--- src/rtl/control_captura.sv ---
// Keypad-to-display entry controller: 4-digit hex buffer with backspace/clear/enter and timed confirm hold.
// Optional CTRL_AUTOENTER_EN: the 4th digit confirms immediately instead of waiting for ENTER.
module control_captura #(
    parameter int HOLD_CYC = 13500000
) (
    input  logic        clk,
    input  logic        rst,
    input  logic        tecla_valida,
    input  logic [3:0]  tecla,
    output logic [15:0] digitos,
    output logic [3:0]  en_digito,
    output logic [2:0]  num_dig,
    output logic [15:0] dato,
    output logic        dato_listo,
    output logic        rechazo
);

    localparam int TW = $clog2(HOLD_CYC);
    localparam logic [TW-1:0] HOLD_M1 = TW'(HOLD_CYC - 1);

    localparam logic [3:0] K_ENTER  = 4'hA;
    localparam logic [3:0] K_BORRA  = 4'hB;
    localparam logic [3:0] K_LIMPIA = 4'hC;

    typedef enum logic [1:0] {VACIO, CAPTURA, LLENO, CONFIRMA} estado_t;

    estado_t        state, state_n;
    logic [15:0]    digitos_n, dato_n;
    logic [3:0]     en_n;
    logic [2:0]     num_n;
    logic           listo_n, rech_n;
    logic [TW-1:0]  timer, timer_n;

    always_ff @(posedge clk or negedge rst) begin
        if (!rst) begin
            state      <= VACIO;
            digitos    <= '0;
            en_digito  <= '0;
            num_dig    <= '0;
            dato       <= '0;
            dato_listo <= 1'b0;
            rechazo    <= 1'b0;
            timer      <= '0;
        end else begin
            state      <= state_n;
            digitos    <= digitos_n;
            en_digito  <= en_n;
            num_dig    <= num_n;
            dato       <= dato_n;
            dato_listo <= listo_n;
            rechazo    <= rech_n;
            timer      <= timer_n;
        end
    end

    always_comb begin
        state_n   = state;
        digitos_n = digitos;
        num_n     = num_dig;
        dato_n    = dato;
        listo_n   = 1'b0;
        rech_n    = 1'b0;
        timer_n   = timer;
        en_n      = 4'b0000;

        if (state == CONFIRMA) begin
            // Keys are swallowed while the confirmed value is on screen.
            if (timer == '0) begin
                state_n   = VACIO;
                digitos_n = '0;
                num_n     = '0;
            end else begin
                timer_n = timer - TW'(1);
            end
        end else if (tecla_valida) begin
            if (tecla <= 4'h9) begin
                if (state != LLENO) begin
                    digitos_n = {digitos[11:0], tecla};
                    num_n     = num_dig + 3'd1;
                    if (num_dig == 3'd3) begin
`ifdef CTRL_AUTOENTER_EN
                        dato_n  = {digitos[11:0], tecla};
                        listo_n = 1'b1;
                        timer_n = HOLD_M1;
                        state_n = CONFIRMA;
`else
                        state_n = LLENO;
`endif
                    end else begin
                        state_n = CAPTURA;
                    end
                end else begin
                    rech_n = 1'b1;
                end
            end else begin
                case (tecla)
                    K_ENTER: begin
                        if (state != VACIO) begin
                            dato_n  = digitos;
                            listo_n = 1'b1;
                            timer_n = HOLD_M1;
                            state_n = CONFIRMA;
                        end else begin
                            rech_n = 1'b1;
                        end
                    end
                    K_BORRA: begin
                        if (state != VACIO) begin
                            digitos_n = {4'h0, digitos[15:4]};
                            num_n     = num_dig - 3'd1;
                            state_n   = (num_dig == 3'd1) ? VACIO : CAPTURA;
                        end else begin
                            rech_n = 1'b1;
                        end
                    end
                    K_LIMPIA: begin
                        digitos_n = '0;
                        num_n     = '0;
                        state_n   = VACIO;
                    end
                    default: ;
                endcase
            end
        end

        // Enables follow the registered count, right-justified, or all-on while confirming.
        if (state_n == CONFIRMA) begin
            en_n = 4'b1111;
        end else begin
            case (num_n)
                3'd0:    en_n = 4'b0000;
                3'd1:    en_n = 4'b0001;
                3'd2:    en_n = 4'b0011;
                3'd3:    en_n = 4'b0111;
                default: en_n = 4'b1111;
            endcase
        end
    end

endmodule

--- config.mk ---
export PLATFORM = sky130hd
export DESIGN_NAME = control_captura
export DESIGN_NICKNAME = d
export VERILOG_FILES = /design/src/rtl/control_captura.sv
export SDC_FILE = /design/constraint.sdc
export NUM_CORES = 1
export LEC_CHECK = 0
export CORE_UTILIZATION = 50
export DETAILED_ROUTE_END_ITERATION = 8
export PLACE_DENSITY = 0.74
export SETUP_SLACK_MARGIN = 0.4
export SYNTH_ARGS = -nofsm -noshare
export SYNTH_HDL_FRONTEND = slang
export SYNTH_SLANG_ARGS = --single-unit
--- constraint.sdc ---
create_clock -name clk -period 4.46 [get_ports clk]
set_input_delay 0.669 -clock clk [delete_from_list [all_inputs] [get_ports clk]]
set_output_delay 0.669 -clock clk [all_outputs]
set_load 0.005 [all_outputs]
==> results by group <==
Global route
  – Largest net degree at the start of global routing: 44
  – Vias in the first global route: 2661
  – Initial antenna violation count: 0
  – Grt total ovfl: 0
  – Total track usage: 23.22%
  – First-pass GRT wire length: 13080 um

Setup path
  – R2R cell count: 6
  – Reg2reg start: state[1]
  – Worst Path Max Fanout: 25
  – Crit path DAT: approximately 3400 ps
  – Reg2reg setup slack: between 1500 and 2000 ps
  – Worst setup endpoint: timer[5]
  – Critical path startpoint category: primary input
  – Critical path class: primary input to register
  – R2r endpoint: timer[5]
  – Worst setup startpoint: tecla[1]
  – CP Capture Type: register
  – Critical path required time: 4720 ps

Floorplan
  – Die X: between 80 and 90 um
  – Die H: 85.36 um
  – Num ports: 48
  – Core area: between 6000 and 7000 sq um
  – Die area: 7286 sq um
  – Standard-cell rows: 30
  – Initial core utilization: 51.43%

Final layout
  – Most frequent cells in the layout: dfrtp_1, nand2_1, clkdlybuf4s50_1
  – Post-layout util: 61.43%
  – # fillers: 580
  – Final #Nets: roughly 430
  – Layout area overhead: 19.45%
  – Final non-filler cell total: 500
  – Most common cell after layout, fill and taps aside: dfrtp_1
  – Fraction of layout cells with a size suffix above 1: 6.905%
  – Antenna diode instance count: 0

Clock network
  – Reg clk slew, reported paths: 80 ps
  – Setup repair bufs after CTS: 0
  – Resize count post-CTS: 0
  – Root Buffer: clkbuf_8
  – Hold buffers post-CTS: 0
  – H-tree Lvls: 3
  – Clock Latency Late Sink: 350 ps
  – Total CTS buffers: 9
  – CTS Buffer Depth: 2
  – Sink Count: between 60 and 70
  – CTS tree: done

Yosys
  – Register area share after synthesis: 48.25%
  – Largest cells by area after synthesis: dfrtp_1, nand2_1, a21oi_1, nor2_1, a22oi_1
  – EDFF count, synth: 0
  – Post-Syn Area per Cell: just over 9 sq um
  – Synthesized cell area: 3475 sq um
  – YS warnings: 0
  – Net Count, Synth: 391
  – Synthesized instance count: 379
  – Post-synth cell types: 57
  – Predominant post-synthesis flop cell: dfrtp_1
  – Top-area cell type share of the netlist area: approximately half
  – Flop and latch count out of synthesis: 67
  – Post-synthesis async set-or-reset flop share: 100.0%
  – Dominant cell type by area after synthesis: dfrtp_1

Route
  – 1st-iter DRT viols: 158
  – Drt pass-1 iters: 5
  – Final ANT Viol Nets: 0
  – Drt total wl: roughly 7800 um
  – Vias per cell: about 6
  – DR vias: 2916
  – DR WL/cell: approximately 16 um
  – Remaining DRCs: 0

STA
  – Fin. Hold Viols: 0
  – Total Negative Setup Slacks: 0 ps
  – Fmax: approximately 320 MHz
  – Tightest Pin Transition: 1123 ps
  – Crit share post-route: 70.91%
  – Unrepaired setup endpoints after global routing: no
  – Post-route minimum period: 3163 ps
  – # setup viols final: 0
  – Worst Skew: about 15 ps
  – Rel. slew slack: approximately a quarter
  – Final WS setup: 1297 ps
  – Final Slew Violations: 0

Placement
  – GPL Wtd Cong: 0.9037
  – DP Worst Slack: around 1000 ps
  – Placed insts: 485
  – DP Wirelength: 5102 um
  – IO buf count: 47

Pwr
  – Maximum vdd ir drop: 0.0003218 V
  – Switching pwr: 1.022 mW
  – Logic pwr share: 38.7%
  – Int Pwr: 1.764 mW
  – Clk network pwr share: between 20% and 30%
  – PwrDens: 671.3 nW/um^2
  – Leak: around 1.8 nW
  – Total chip power: 2.786 mW
  – Sw Ratio: 36.69%
  – Register share of total power: a little over 40%

Min path
  – Worst min-delay path category: primary input to async pin

Job
  – Max cap viols: 0

Run status
  – Status: finished, final reports clean
-- critical path: stages --
cell and delay [ps]:
clkdlybuf4s50_1 640, o21a_1 350, nor3_1 260, a2111o_1 230, nand4_2 470, or4_1 640, a21oi_1 150
-- layout make-up --
cell class	count	area (sq um)	area share, %
clock inverter	5	77.57	1.869
clock buffer	10	137.6	3.316
inverter	17	63.81	1.538
sequential	67	1677	40.40
multi-input combinational	270	1599	38.53
tap	80	100.1	2.412
timing repair buffer	51	495.5	11.94
-- registers in the layout (all words and copies together) (netlist names) --
signal,flops
dato_listo,1
en_digito,4
rechazo,1
num_dig,3
digitos,16
timer,24
dato,16
state,2
-- cells in the mapped netlist (all sizes together), types with 3 or more instances --
cell type   n
clkbuf      8
or3         8
nor3b       3
nand3      11
a21oi      23
nor3       13
nand2      52
nand4       9
or4         9
nor2b       4
nor4        6
o31ai       7
and2        7
o21ai      27
buf        17
nor2       29
ha          5
inv        17
nand2b      5
dfrtp      67
or3b        3
mux2i       7
a22oi      12
-- power groups by stage --
stage / Clock [mW] / Sequential, mW / Combinational [mW]
6_report: 0.558 / 1.15 / 1.08
5_1_grt: 0.595 / 1.20 / 1.21
4_1_cts: 0.568 / 1.15 / 1.08
3_5_place_dp: 0 / 1.15 / 1.08
3_3_place_gp: 0 / 1.15 / 1.05
2_1_floorplan: 0 / 1.09 / 0.663
-- stage by stage --
stage                     hold slack, ps  area (sq um)
after floorplan                    373.4          3475
after global placement             460.5          3935
after detailed placement           464.5          3935
after CTS                          483.4          4150
after global routing               500.0          4150
final                              471.9          4150
-- routing by layer --
| layer | GRT usage (%) | up-vias | wire length [um] |
|---|---|---|---|
| li1 | - | 1434 | - |
| met1 | 32.38 | 1398 | 3749 |
| met2 | 35.48 | 73 | 3561 |
| met3 | 5.739 | 11 | 350 |
| met4 | 8.333 | 0 | 95 |
| met5 | 0 | - | 0 |
-- worst min-delay path by stage --
stage,from,endpoint,depth (start not counted)
after detailed placement,dato[8],dato[8],2
after floorplan,rst,dato[0],0
after global placement,dato[0],dato[0],2
after global routing,dato[8],dato[8],2
final,rst,digitos[10],1
after CTS,dato[8],dato[8],2
-- logic make-up (layout without fill, tap and decap cells) --
group	after synthesis	in the layout	share of synthesized area [%]
simple gates	168	168	25.42
fa+ha+maj	5	5	1.801
buf+inv	42	83	5.726
mux	8	8	2.449
flops	67	67	48.25
compound gates	89	89	16.35
Note: power is estimated with default switching activity, not from simulation.
